===== config.mk =====
export PLATFORM = sky130hd
export DESIGN_NAME = cu_core
export DESIGN_NICKNAME = d
export VERILOG_FILES = /design/src/rtl/cu_core.sv
export SDC_FILE = /design/constraint.sdc
export NUM_CORES = 1
export LEC_CHECK = 0
export CORE_ASPECT_RATIO = 0.5
export CORE_MARGIN = 3
export CORE_UTILIZATION = 32
export CTS_BUF_LIST = sky130_fd_sc_hd__clkbuf_2
export DETAILED_ROUTE_END_ITERATION = 7
export PLACE_DENSITY = 0.65
export SLEW_MARGIN = 0
export SYNTH_ARGS = -nofsm -noshare
export SYNTH_HDL_FRONTEND = slang
export SYNTH_SLANG_ARGS = --single-unit

===== constraint.sdc =====
create_clock -name clk_i -period 3.1 [get_ports clk_i]
set_clock_uncertainty 0.1 [all_clocks]
set_input_delay 0.62 -clock clk_i [delete_from_list [all_inputs] [get_ports clk_i]]
set_output_delay 0.62 -clock clk_i [all_outputs]
set_load 0.01 [all_outputs]

===== src/rtl/cu_core.sv =====
// Single-cycle RV32I control unit: holds the PC, decodes instr into datapath controls and immediates, and resolves branches and jumps.
// Latency: decode outputs are combinational in the same cycle; the PC advances on every rising clk_i edge.
// Backpressure: none; one instruction retires per cycle. An illegal instruction falls through to pc+4 with all enables low.
module cu_core #(
    parameter logic [31:0] RESET_PC = 32'h0000_0000
) (
    input  logic        clk_i,
    input  logic        reset_ni,
    input  logic [31:0] instr_i,
    input  logic [31:0] rs1_data_i,
    input  logic [31:0] rs2_data_i,
    output logic [31:0] pc_o,
    output logic [31:0] pc_plus4_o,
    output logic [31:0] imm_o,
    output logic        reg_write_o,
    output logic        mem_read_o,
    output logic        mem_write_o,
    output logic        alu_src_a_o,
    output logic        alu_src_b_o,
    output logic [3:0]  alu_ctrl_o,
    output logic [1:0]  wb_sel_o,
    output logic        illegal_o
);

    localparam logic [6:0] OP_R      = 7'b0110011;
    localparam logic [6:0] OP_I      = 7'b0010011;
    localparam logic [6:0] OP_LOAD   = 7'b0000011;
    localparam logic [6:0] OP_STORE  = 7'b0100011;
    localparam logic [6:0] OP_BRANCH = 7'b1100011;
    localparam logic [6:0] OP_JAL    = 7'b1101111;
    localparam logic [6:0] OP_JALR   = 7'b1100111;
    localparam logic [6:0] OP_LUI    = 7'b0110111;
    localparam logic [6:0] OP_AUIPC  = 7'b0010111;

    localparam logic [3:0] ALU_ADD   = 4'd0;
    localparam logic [3:0] ALU_SUB   = 4'd1;
    localparam logic [3:0] ALU_SLL   = 4'd2;
    localparam logic [3:0] ALU_SLT   = 4'd3;
    localparam logic [3:0] ALU_SLTU  = 4'd4;
    localparam logic [3:0] ALU_XOR   = 4'd5;
    localparam logic [3:0] ALU_SRL   = 4'd6;
    localparam logic [3:0] ALU_SRA   = 4'd7;
    localparam logic [3:0] ALU_OR    = 4'd8;
    localparam logic [3:0] ALU_AND   = 4'd9;
    localparam logic [3:0] ALU_PASSB = 4'd10;

    localparam logic [1:0] WB_ALU = 2'd0;
    localparam logic [1:0] WB_MEM = 2'd1;
    localparam logic [1:0] WB_PC4 = 2'd2;

    logic [31:0] pc_q, pc_d;
    logic [6:0]  opcode;
    logic [2:0]  funct3;
    logic [6:0]  funct7;
    logic [31:0] imm_i_fmt, imm_s_fmt, imm_b_fmt, imm_u_fmt, imm_j_fmt;
    logic        br_eq, br_lt, br_ltu, br_taken;

    // Decoded controls before reset gating of the enables
    logic        dec_reg_write, dec_mem_read, dec_mem_write;
    logic        dec_src_a, dec_src_b, dec_illegal;
    logic        is_branch, is_jal, is_jalr;
    logic [3:0]  dec_alu;
    logic [1:0]  dec_wb;
    logic [31:0] dec_imm;

    assign opcode = instr_i[6:0];
    assign funct3 = instr_i[14:12];
    assign funct7 = instr_i[31:25];

    assign imm_i_fmt = {{20{instr_i[31]}}, instr_i[31:20]};
    assign imm_s_fmt = {{20{instr_i[31]}}, instr_i[31:25], instr_i[11:7]};
    assign imm_b_fmt = {{19{instr_i[31]}}, instr_i[31], instr_i[7], instr_i[30:25], instr_i[11:8], 1'b0};
    assign imm_u_fmt = {instr_i[31:12], 12'b0};
    assign imm_j_fmt = {{11{instr_i[31]}}, instr_i[31], instr_i[19:12], instr_i[20], instr_i[30:21], 1'b0};

    // funct3 -> ALU op shared by R-type and I-ALU; alt selects SUB/SRA
    function automatic logic [3:0] alu_of(input logic [2:0] f3, input logic alt);
        case (f3)
            3'b000:  alu_of = alt ? ALU_SUB : ALU_ADD;
            3'b001:  alu_of = ALU_SLL;
            3'b010:  alu_of = ALU_SLT;
            3'b011:  alu_of = ALU_SLTU;
            3'b100:  alu_of = ALU_XOR;
            3'b101:  alu_of = alt ? ALU_SRA : ALU_SRL;
            3'b110:  alu_of = ALU_OR;
            default: alu_of = ALU_AND;
        endcase
    endfunction

    // Branch comparator: equality, signed and unsigned less-than of the register operands
    always_comb begin
        br_eq  = (rs1_data_i == rs2_data_i);
        br_lt  = ($signed(rs1_data_i) < $signed(rs2_data_i));
        br_ltu = (rs1_data_i < rs2_data_i);
        case (funct3)
            3'b000:  br_taken = br_eq;
            3'b001:  br_taken = !br_eq;
            3'b100:  br_taken = br_lt;
            3'b101:  br_taken = !br_lt;
            3'b110:  br_taken = br_ltu;
            3'b111:  br_taken = !br_ltu;
            default: br_taken = 1'b0;
        endcase
    end

    // Instruction class decode; an illegal encoding leaves every control at zero
    always_comb begin
        dec_reg_write = 1'b0;
        dec_mem_read  = 1'b0;
        dec_mem_write = 1'b0;
        dec_src_a     = 1'b0;
        dec_src_b     = 1'b0;
        dec_alu       = ALU_ADD;
        dec_wb        = WB_ALU;
        dec_imm       = 32'h0;
        dec_illegal   = 1'b0;
        is_branch     = 1'b0;
        is_jal        = 1'b0;
        is_jalr       = 1'b0;
        case (opcode)
            OP_R: begin
                if (funct7 == 7'h00 || (funct7 == 7'h20 && (funct3 == 3'b000 || funct3 == 3'b101))) begin
                    dec_reg_write = 1'b1;
                    dec_alu       = alu_of(funct3, funct7[5]);
                end else begin
                    dec_illegal = 1'b1;
                end
            end
            OP_I: begin
                if ((funct3 == 3'b001 && funct7 != 7'h00) ||
                    (funct3 == 3'b101 && funct7 != 7'h00 && funct7 != 7'h20)) begin
                    dec_illegal = 1'b1;
                end else begin
                    dec_reg_write = 1'b1;
                    dec_src_b     = 1'b1;
                    dec_alu       = alu_of(funct3, funct3 == 3'b101 && funct7[5]);
                    dec_imm       = imm_i_fmt;
                end
            end
            OP_LOAD: begin
                if (funct3 == 3'b010) begin
                    dec_reg_write = 1'b1;
                    dec_mem_read  = 1'b1;
                    dec_src_b     = 1'b1;
                    dec_wb        = WB_MEM;
                    dec_imm       = imm_i_fmt;
                end else begin
                    dec_illegal = 1'b1;
                end
            end
            OP_STORE: begin
                if (funct3 == 3'b010) begin
                    dec_mem_write = 1'b1;
                    dec_src_b     = 1'b1;
                    dec_imm       = imm_s_fmt;
                end else begin
                    dec_illegal = 1'b1;
                end
            end
            OP_BRANCH: begin
                if (funct3 == 3'b010 || funct3 == 3'b011) begin
                    dec_illegal = 1'b1;
                end else begin
                    is_branch = 1'b1;
                    dec_alu   = ALU_SUB;
                    dec_imm   = imm_b_fmt;
                end
            end
            OP_JAL: begin
                is_jal        = 1'b1;
                dec_reg_write = 1'b1;
                dec_wb        = WB_PC4;
                dec_imm       = imm_j_fmt;
            end
            OP_JALR: begin
                if (funct3 == 3'b000) begin
                    is_jalr       = 1'b1;
                    dec_reg_write = 1'b1;
                    dec_wb        = WB_PC4;
                    dec_imm       = imm_i_fmt;
                end else begin
                    dec_illegal = 1'b1;
                end
            end
            OP_LUI: begin
                dec_reg_write = 1'b1;
                dec_src_b     = 1'b1;
                dec_alu       = ALU_PASSB;
                dec_imm       = imm_u_fmt;
            end
            OP_AUIPC: begin
                dec_reg_write = 1'b1;
                dec_src_a     = 1'b1;
                dec_src_b     = 1'b1;
                dec_imm       = imm_u_fmt;
            end
            default: dec_illegal = 1'b1;
        endcase
    end

    // Next-PC select: taken branch / JAL are pc-relative, JALR is register-relative with bit 0 cleared
    always_comb begin
        pc_d = pc_plus4_o;
        if (is_jal || (is_branch && br_taken)) begin
            pc_d = pc_q + dec_imm;
        end else if (is_jalr) begin
            pc_d = (rs1_data_i + dec_imm) & ~32'h1;
        end
    end

    // PC register; reset reloads RESET_PC immediately and holds it while low
    always_ff @(posedge clk_i or negedge reset_ni) begin
        if (!reset_ni) begin
            pc_q <= RESET_PC;
        end else begin
            pc_q <= pc_d;
        end
    end

    assign pc_o        = pc_q;
    assign pc_plus4_o  = pc_q + 32'd4;
    assign imm_o       = dec_imm;
    // Enables are suppressed while reset is low so an aborted instruction leaves no side effects
    assign reg_write_o = dec_reg_write & reset_ni;
    assign mem_read_o  = dec_mem_read  & reset_ni;
    assign mem_write_o = dec_mem_write & reset_ni;
    assign alu_src_a_o = dec_src_a;
    assign alu_src_b_o = dec_src_b;
    assign alu_ctrl_o  = dec_alu;
    assign wb_sel_o    = dec_wb;
    assign illegal_o   = dec_illegal;

endmodule


==> out/results.ini, run 1 <==
[synth]
synthCells = 954
muxShareOfSynthArea_pct = 2.07
synth_nets = 1148
yosysSeqAreaShare_pct = 11.5
ys_types = 81
synth_top_family_by_area = compound AO/OA/AOI/OAI gates
yosysWarnings = 0
synthXorXnorAreaFrac_pct = 9.19
synth-compound-area-share_pct = 30.0
synth-edff-count = 0
yosys.area_share.simple_pct = 24.2
postSynth.asyncResetShare_pct = 100
avgSynthCellArea_um2 = 7.29
ys_ff_latch = 32
synth_adder_area_share_pct = 17.5
netlist_area_um2 = 6960
ys.flop_type = dfrtp_1

[finish]
ff_latch_area_um2 = 803
final_layout_size_suffix_gt1_share_pct = 50.3
fillers = 1631
final_area_um2 = 14900
multi_input_area_um2 = 7470
insertedDiodeCount = 0
finish.utilization_pct = 71.2
area_growth_pct = 114
fin_nets = 1820
largest_reg_flops = 32
instances_no_fill = 1919

[routing]
vias_per_cell = 5.34
drc = 0
firstDrtPassIters = 5
wl_per_cell_um = 20.0
final_antenna_net_count = 0
routed_wirelength_um = 38500
num_vias = 10200
drt-initial-drc-count = 756

[sta]
tightestPinTransition_ns = 0.623
setup_viol = 77
finalMaxSlewViolations = 0
finalWorstSetupSlack_ns = -1.16
max_freq_mhz = 235
fin_crit_ns = 4.26
rsz0062_at_grt = true
hold_violations = 0
slew_headroom_pct = 58.5
min_period_over_period_pct = 137

[clock_network]
cts_hold_buf = 0
htree_levels = 2
cts_buffers = 5
clockBufferDepth = 2
cts.sinks = 32
cts_root_buf = clkbuf_2
clock_latency_ns = 0.48
cts_tree = yes
clk_pin_slew_ns = 0.26

[worst_setup_path]
worstPathRequired_ns = 3.38
worst_setup_path_end_kind = flip-flop
crit_type = primary input to flip-flop
worst-path-max-fanout = 6
startpoint_type = primary input
arrival_ns = 4.54

[hold_path]
hp-class = flip-flop to flip-flop

[global_routing]
grt_pass1_wl_um = 55800
grt_pass1_vias = 10100
grt_start_max_net_pins = 48
overflow = 0
groute.usage.overall_pct = 30.5
antenna_found_initial = 0

[floorplan]
row_count = 37
core_area_um2 = 20900
io_pins = 206
start_util_pct = 33.2
die_y_um = 110
dieArea_um2 = 23600
die_x_um = 214

[placement]
io_buffers = 205
place_inst = 1799
pre_cts_ws_ns = -2.10
place_area_um2 = 12500
hpwl_um = 29400
place_congestion = 1.01

[status]
violations = negative setup slack
outcome = finished with violations

[power]
pwr_density_cell_nw_per_um2 = 225
ir_drop_mv = 0.314
leakage_nw = 7.23
power_mw = 3.35

[job]
max_cap_violations = 0

path summary, 6_finish.rpt:
check,from,cells past startpoint,slack (ns),to
max,instr_i[25],18,-1.16,pc_o[28]$_DFF_PN0_
min,pc_o[0]$_DFFE_PN0P_,3,0.59,pc_o[0]$_DFFE_PN0P_
max reg2reg,pc_o[10]$_DFF_PN0_,19,-0.24,pc_o[18]$_DFF_PN0_
min reg2reg,pc_o[0]$_DFFE_PN0P_,3,0.59,pc_o[0]$_DFFE_PN0P_
max in group asynchronous,reset_ni,3,1.68,pc_o[2]$_DFF_PN0_
min in group asynchronous,reset_ni,3,0.81,pc_o[15]$_DFF_PN0_
layer usage:
metal	up-vias	global-route usage (%)	part of all wire [%]
li1	4855	-	-
met1	4967	40.1	44
met2	340	52.0	47
met3	81	5.86	6.0
met4	0	8.44	3.0
met5	-	0	0
per-stage QoR:
stage / hold slack [ns] / setup TNS [ns]
final: 0.589 / -38.20
after global routing: 0.629 / -43.54
after CTS: 0.591 / -33.83
after detailed placement: 0.543 / -97.18
after global placement: 0.512 / -94.15
after floorplan: 0.224 / -23.40
cell usage in the layout (no fill, tap or decap), types with 7 or more instances in the layout:
master,n
o21ai_1,22
clkdlybuf4s50_1,119
a21oi_1,59
buf_4,409
a211o_1,7
dlygate4sd2_1,17
mux2i_1,10
inv_1,54
a21o_4,16
nand4_1,17
o211ai_1,13
nor3_1,12
a21oi_2,17
ha_1,66
dfrtp_1,30
xor2_1,28
nor2_2,8
nand3_1,27
a21o_1,17
o21ai_2,16
nor2b_1,9
nand2_1,80
nor2_4,7
xnor2_1,24
ha_4,24
and2_4,8
o21ai_0,36
a21oi_4,7
nor2_1,71
buf_2,23
nand2b_1,10
nand2_4,7
xnor2_2,13
buf_6,116
cell usage after synthesis (9+ instances only):
master     n  area (um2)
ha_1      94        1180
nand2_1   92         345
nor2_1    86         323
a21oi_1   83         415
o21ai_0   71         355
inv_1     58         218
xnor2_1   39         342
nand3_1   36         180
xor2_1    34         298
a21o_1    32         240
dfrtp_1   32         801
nor3_1    18        90.1
clkbuf_1  17        63.8
nand4_1   17         106
a211oi_1  15         113
nor2b_1   14        87.6
nand2b_1  13        81.3
o211ai_1  13        97.6
and2_1    12        75.1
mux2i_1   11         110
o31ai_1   10        75.1
or3_1     10        62.6
and3_1     9        56.3
critical path, stage by stage:
cell and delay [ns]:
buf_6 0.09, or4_4 0.57, o41ai_4 0.27, nand3_2 0.19
nand2_4 0.13, nor2_4 0.05, nand2_4 0.11, buf_6 0.10
and2_4 0.18, ha_4 0.22, a2111o_1 0.46, o2111ai_4 0.32
a211oi_4 0.13, o31a_1 0.35, a41oi_2 0.19, nor2b_4 0.19
xnor2_2 0.07, mux2_4 0.27
area by class of cell:
type	instances	share of cell area, %
well taps	292	2.45
repair buffers	695	40.2
inverters	59	1.49
clock buffers	5	0.168
multi-input cells	833	50.2
flip-flops and latches	32	5.39
clock inverters	3	0.160
power by group:
group	internal, mW	leakage, nW	switching (mW)
clock network	0.0560	0.0252	0.216
registers	0.505	0.416	0.0986
logic	1.34	6.79	1.13
cell families after synthesis:
kind of cell               after synthesis
and+or+nand+nor                        341
DFF                                     32
AOI/OAI and AO/OA                      309
xor gates and xnor gates                73
muxes                                   14
buffers and inverters                   89
adders and majority gates               96
timing repair:
item,4_1_cts,5_1_grt
hold endpoints to repair,0,0
setup endpoints to repair,98,93
gates cloned,2,0
pin swaps,115,96
setup buffers,88,42
gates resized for setup,505,166
No activity file was read; power rests on OpenSTA's default activity.
==> inputs of run 2 (changes only) <==
CTS_BUF_LIST = sky130_fd_sc_hd__clkbuf_4   (was sky130_fd_sc_hd__clkbuf_2)
==> run 2 against run 1 <==
The run still ends with negative setup slack left. Hold slack got worse by 0.015 ns. Combinational power about the same. Clock power increased by 9.6%. Critical endpoint is now pc_o[31]$_DFF_PN0_. Utilization increased by 0.29 points. Wire length decreased by 0.81%. Largest power group unchanged. Power increased by 0.47%. Register-to-register slack improved by 0.18 ns. Global-route usage decreased by 0.63 points. Via count decreased by 0.54%. Design area increased by 0.41%.
==> out/results.ini, run 2 (synthesis gave the netlist of run 1 again) <==
[status]
outcome = finished with violations  ; unchanged
violations = negative setup slack  ; unchanged

[hold_path]
hold_end = pc_o[0]$_DFFE_PN0P_  ; unchanged
hp-class = flip-flop to flip-flop  ; unchanged
min_delay_path_depth = 3  ; unchanged
hold_path_startpoint = pc_o[0]$_DFFE_PN0P_  ; unchanged

[floorplan]
row_count = 37  ; unchanged
core_area_um2 = 20900  ; unchanged
die_x_um = 214  ; unchanged
start_util_pct = 33.2  ; unchanged
dieArea_um2 = 23600  ; unchanged
io_pins = 206  ; unchanged
die_y_um = 110  ; unchanged

[routing]
wl_met2_um = 17800  ; was 17900 um
wl_per_cell_um = 20.1  ; was 20.0 um
num_vias = 10200  ; about the same
drt-met1-wl_um = 17100  ; about the same
topRoutingLayerUsed = met4  ; unchanged
drc = 0  ; unchanged
drt-initial-drc-count = 777  ; was 756
wl_met3_um = 2200  ; was 2300 um
final_antenna_net_count = 0  ; unchanged
vias_per_cell = 5.37  ; was 5.34
routed_wirelength_um = 38100  ; was 38500 um
firstDrtPassIters = 5  ; unchanged

[global_routing]
antenna_found_initial = 0  ; unchanged
grt_start_max_net_pins = 48  ; unchanged
overflow = 0  ; unchanged
groute.usage.overall_pct = 29.9  ; was 30.5%
grt_pass1_wl_um = 54500  ; was 55800 um
grt_pass1_vias = 9892  ; was 10.1k

[clock_network]
clk_pin_slew_ns = 0.14  ; was 0.26 ns
cts.sinks = 32  ; unchanged
cts_tree = yes  ; unchanged
cts_buffers = 5  ; unchanged
cts_root_buf = clkbuf_4  ; was clkbuf_2
clockBufferDepth = 2  ; unchanged
clock_latency_ns = 0.39  ; was 0.48 ns
htree_levels = 2  ; unchanged

[sta]
fin_crit_ns = 4.26  ; about the same
finalWorstSetupSlack_ns = -1.16  ; about the same
whs_ns = 0.574  ; was 0.589 ns
tightestPinTransition_ns = 0.629  ; was 0.623 ns
min_period_over_period_pct = 138  ; was 137%
finalMaxSlewViolations = 0  ; unchanged
hold_violations = 0  ; unchanged
rsz0062_at_grt = true  ; unchanged
setup_viol = 73  ; was 77
slew_headroom_pct = 58.1  ; was 58.5%
max_freq_mhz = 234  ; was 235 MHz

[worst_setup_path]
crit_type = primary input to flip-flop  ; unchanged
cp_common_cell = buf_6
worst-path-max-fanout = 8  ; was 6
startpoint_type = primary input  ; unchanged
worst_setup_path_end_kind = flip-flop  ; unchanged
ff2ff_setup_slack_ns = -0.06  ; was -0.24 ns
reg2reg_to = pc_o[27]$_DFF_PN0_  ; was pc_o[18]$_DFF_PN0_
r2r_start = pc_o[10]$_DFF_PN0_  ; unchanged
worstPathRequired_ns = 3.32  ; was 3.38 ns
cp_cell_sequence = buf_6, or4_4, o41ai_4, nand3_2, nand2_4, nor2_4, nor2b_1, buf_4, a21o_4, ha_4, nand4_1, or4_4, a2111oi_4, buf_6, buf_6, o311ai_4, a31oi_2, xnor2_1, mux2i_1, mux2i_1  ; was buf_6, or4_4, o41ai_4, nand3_2, nand2_4, nor2_4, nand2_4, buf_6, and2_4, ha_4, a2111o_1, o2111ai_4, a211oi_4, o31a_1, a41oi_2, nor2b_4, xnor2_2, mux2_4
rr_worst_depth = 13  ; was 19
slowest_stage = or4_4  ; unchanged
arrival_ns = 4.48  ; was 4.54 ns
cpPeakStageDelay_ns = 0.57  ; about the same

[finish]
area_growth_pct = 115  ; was 114%
largest_reg_flops = 32  ; unchanged
instances_no_fill = 1896  ; was 1919
final_common_cell = buf_4  ; unchanged
final_layout_size_suffix_gt1_share_pct = 49.9  ; was 50.3%
fin_nets = 1797  ; was 1820
final_area_um2 = 15000  ; was 14900 um2
layout_common_cells = 376 x buf_4, 121 x buf_6, 114 x clkdlybuf4s50_1  ; was 409 x buf_4, 119 x clkdlybuf4s50_1, 116 x buf_6
insertedDiodeCount = 0  ; unchanged

[placement]
io_buffers = 205  ; unchanged
place_inst = 1799  ; unchanged
place_congestion = 1.01  ; unchanged
place_area_um2 = 12500  ; unchanged
hpwl_um = 29400  ; unchanged

[power]
pwr_density_cell_nw_per_um2 = 225  ; about the same
ir_drop_mv = 0.301  ; was 0.314 mV
leakage_nw = 7.26  ; was 7.23 nW

[job]
max_cap_violations = 0  ; unchanged

run 2: cell count changes in the layout (fill, tap and decap cells not counted), moves of 6 or more:
cell	previous run	this run
dlymetal6s2s_1	2	14
inv_1	54	47
o21ai_0	36	30
o21ai_1	22	30
inv_2	5	12
buf_4	409	376
run 2: what timing repair did:
action / in CTS / in global routing
pin swaps: 91 / 88
gates resized for setup: 485 / 217
setup endpoints to repair: 96 / 94
cloned: 1 / 1
hold buffers: 0 / 0
setup buffers: 64 / 43
run 2: worst max path at each step:
stage                startpoint                 end  slack [ns]  cells after the start
global route        instr_i[25]  pc_o[28]$_DFF_PN0_       -1.23                     18
finish              instr_i[25]  pc_o[31]$_DFF_PN0_       -1.16                     20
floorplan           instr_i[28]  pc_o[31]$_DFF_PN0_       -1.18                     18
detailed placement  instr_i[28]  pc_o[18]$_DFF_PN0_       -2.10                     17
CTS                 instr_i[25]  pc_o[28]$_DFF_PN0_       -1.11                     18
global placement    instr_i[28]  pc_o[18]$_DFF_PN0_       -2.10                     17
run 2: critical path: cells and delay by family:
kind / cells / cell delay, ns
buf+inv: 4 / 0.59
mux: 2 / 0.25
xor+xnor: 1 / 0.13
compound gates: 5 / 0.95
fa+ha+maj: 1 / 0.17
simple gates: 7 / 1.75
run 2: where the power goes:
part	switching, mW	leakage [nW]	total (mW)	internal, mW
clock	0.209	0.0274	0.298	0.0892
sequential	0.0963	0.416	0.601	0.505
combinational	1.13	6.82	2.47	1.33
run 2: per-stage QoR:
stage          power [mW]  setup slack [ns]  utilization, %  TNS, ns
2_1_floorplan        1.50             -1.18               -   -23.40
3_3_place_gp         2.73             -2.10            59.6   -94.15
3_5_place_dp         2.76             -2.10            59.6   -97.18
4_1_cts              3.21             -1.11            66.7   -35.53
5_1_grt              3.58             -1.23            71.5   -42.33
6_report             3.37             -1.16            71.5   -36.55
run 2: layout make-up:
cell class	count	area, um2
Tap cell	292	365
Timing Repair Buffer	672	5920
Clock buffer	5	37.5
Multi-Input combinational cell	833	7590
Fill cell	1607	5960
Sequential cell	32	803
Inverter	59	221
Clock inverter	3	23.8
run 2: metal layers:
metal,track usage [%],up-vias
li1,-,4808
met1,39.8,4980
met2,50.7,333
met3,5.26,67
met4,8.06,0
met5,0,-
==> inputs of run 3 (changes only) <==
PLACE_DENSITY = 0.72   (was 0.65)
==> run 3 against run 2 <==
The run still ends with negative setup slack left. Utilization rose by 0.060 points. Register-to-register slack got worse by 0.02 ns. Hold slack improved by 0.035 ns. Sequential power hardly changed. Critical path depth grew 2. Critical endpoint is now pc_o[30]$_DFF_PN0_.
==> out/results.ini, run 3 (synthesis gave the netlist of run 1 again) <==
[clock_network]
clk_pin_slew_ns = 0.14  ; about the same
cts_tree = yes  ; unchanged
cts_buffers = 5  ; unchanged
htree_levels = 2  ; unchanged
clock_latency_ns = 0.39  ; about the same
cts.sinks = 32  ; unchanged
cts_hold_buf = 0  ; unchanged
clockBufferDepth = 2  ; unchanged
cts_root_buf = clkbuf_4  ; unchanged

[power]
ir_drop_mv = 0.324  ; was 0.301 mV
leakage_nw = 7.33  ; was 7.26 nW
pwr_density_cell_nw_per_um2 = 238  ; was 225 nW/um2

[placement]
place_inst = 1784  ; was 1799
io_buffers = 205  ; unchanged
place_congestion = 1.01  ; about the same
pre_cts_ws_ns = -2.09  ; was -2.10 ns
hpwl_um = 29700  ; was 29400 um

[sta]
setup_viol = 72  ; was 73
fin_crit_ns = 4.30  ; was 4.26 ns
tns_ns = -37.54  ; was -36.55 ns
max_freq_mhz = 233  ; was 234 MHz
finalWorstSetupSlack_ns = -1.20  ; was -1.16 ns
tightestPinTransition_ns = 0.503  ; was 0.629 ns
finalMaxSlewViolations = 0  ; unchanged
min_period_over_period_pct = 139  ; was 138%
rsz0062_at_grt = true  ; unchanged
hold_violations = 0  ; unchanged
slew_headroom_pct = 66.2  ; was 58.1%

[global_routing]
overflow = 0  ; unchanged
groute.usage.overall_pct = 30.5  ; was 29.9%
grt_start_max_net_pins = 33  ; was 48
antenna_found_initial = 1  ; was 0
grt_pass1_vias = 9892  ; unchanged
grt_pass1_wl_um = 55800  ; was 54500 um

[finish]
final_layout_size_suffix_gt1_share_pct = 49.6  ; was 49.9%
instances_no_fill = 1907  ; was 1896
largest_reg_flops = 32  ; unchanged
layout_common_cells = 376 x buf_4, 129 x buf_6, 105 x clkdlybuf4s50_1  ; was 376 x buf_4, 121 x buf_6, 114 x clkdlybuf4s50_1
fillers = 1596  ; was 1607
ff_latch_area_um2 = 801  ; was 803 um2
area_growth_pct = 115  ; about the same
final_common_cell = buf_4  ; unchanged
multi_input_area_um2 = 7490  ; was 7590 um2
fin_nets = 1807  ; was 1797

[job]
max_cap_violations = 0  ; unchanged

[floorplan]
die_y_um = 110  ; unchanged
io_pins = 206  ; unchanged
dieArea_um2 = 23600  ; unchanged
row_count = 37  ; unchanged
die_x_um = 214  ; unchanged
start_util_pct = 33.2  ; unchanged
core_area_um2 = 20900  ; unchanged

[routing]
final_antenna_net_count = 0  ; unchanged
num_vias = 10300  ; was 10.2k
firstDrtPassIters = 5  ; unchanged
drt-initial-drc-count = 756  ; was 777
vias_per_cell = 5.43  ; was 5.37
routed_wirelength_um = 39000  ; was 38100 um
drc = 0  ; unchanged
wl_per_cell_um = 20.5  ; was 20.1 um

[hold_path]
hold_end = pc_o[0]$_DFFE_PN0P_  ; unchanged
hold_path_startpoint = pc_o[0]$_DFFE_PN0P_  ; unchanged
hp-class = flip-flop to flip-flop  ; unchanged
min_delay_path_depth = 3  ; unchanged

[status]
violations = negative setup slack  ; unchanged
outcome = finished with violations  ; unchanged

[worst_setup_path]
r2r_start = pc_o[3]$_DFF_PN0_  ; was pc_o[10]$_DFF_PN0_
worstPathRequired_ns = 3.30  ; was 3.32 ns
crit_type = primary input to flip-flop  ; unchanged
worst-path-max-fanout = 5  ; was 8
arrival_ns = 4.50  ; was 4.48 ns
rr_worst_depth = 13  ; unchanged
worst_setup_path_end_kind = flip-flop  ; unchanged
startpoint_type = primary input  ; unchanged
ff2ff_setup_slack_ns = -0.08  ; was -0.06 ns
reg2reg_to = pc_o[28]$_DFF_PN0_  ; was pc_o[27]$_DFF_PN0_

run 3: cell types whose count changed in the layout (fill, tap and decap cells not counted), moves of 5 or more:
cell | previous run | this run
buf_6 | 121 | 129
dlymetal6s2s_1 | 14 | 19
clkdlybuf4s50_1 | 114 | 105
nor2_2 | 8 | 3
run 3: critical path, cell delays in order:
cell	delay, ns
buf_6	0.09
or4_4	0.57
o41ai_4	0.27
nand3_2	0.15
nand2_2	0.12
buf_6	0.11
o21ai_2	0.04
o211ai_1	0.10
buf_4	0.18
buf_12	0.10
ha_4	0.13
nand4_1	0.14
buf_6	0.17
a211oi_2	0.21
o21ai_2	0.10
buf_4	0.15
a21oi_4	0.28
o2111ai_4	0.20
a31oi_4	0.19
mux2i_1	0.19
o21ai_0	0.09
mux2_2	0.28
run 3: metal layers:
metal  up-vias  share of wire (%)  GRT usage, %
met5         -                  0             0
met4         0                2.9          8.35
met3        92                6.7          5.39
met2       406                 47          53.1
met1      5025                 43          39.4
li1       4824                  -             -
run 3: repair_timing:
item / CTS / global route
gates resized for setup: 512 / 194
pin swaps: 108 / 78
cloned: 2 / 0
setup endpoints to repair: 91 / 90
setup buffers: 80 / 59
run 3: cell type report:
cell class	instances	share of cell area, %
Clock inverter	3	0.284
Multi-Input combinational cell	833	50.0
Clock buffer	5	0.251
Timing Repair Buffer	682	40.2
Sequential cell	32	5.35
Inverter	59	1.48
Tap cell	292	2.44
Antenna cell	1	0.0167
run 3: how the worst max path moves through the flow:
stage / from / endpoint / slack (ns) / cells past startpoint
6_report: instr_i[25] / pc_o[30]$_DFF_PN0_ / -1.20 / 22
5_1_grt: instr_i[25] / pc_o[30]$_DFF_PN0_ / -1.29 / 22
4_1_cts: instr_i[25] / pc_o[27]$_DFF_PN0_ / -1.09 / 21
3_5_place_dp: instr_i[28] / pc_o[31]$_DFF_PN0_ / -2.09 / 18
3_3_place_gp: instr_i[13] / pc_o[22]$_DFF_PN0_ / -2.15 / 14
2_1_floorplan: instr_i[28] / pc_o[31]$_DFF_PN0_ / -1.18 / 18
run 3: where the power goes:
| part | internal (mW) | switching (mW) | total [mW] |
|---|---|---|---|
| registers | 0.503 | 0.0979 | 0.601 |
| logic | 1.40 | 1.18 | 2.59 |
| clock network | 0.168 | 0.204 | 0.372 |
run 3: metrics by stage:
stage | cell area (um2) | power, mW | hold slack [ns] | util [%]
5_1_grt | 15000 | 3.75 | 0.651 | 71.6
6_report | 15000 | 3.56 | 0.609 | 71.6
3_5_place_dp | 12300 | 2.76 | 0.569 | 59.0
2_1_floorplan | 7390 | 1.50 | 0.224 | -
3_3_place_gp | 12300 | 2.73 | 0.566 | 59.0
4_1_cts | 14000 | 3.37 | 0.604 | 66.8
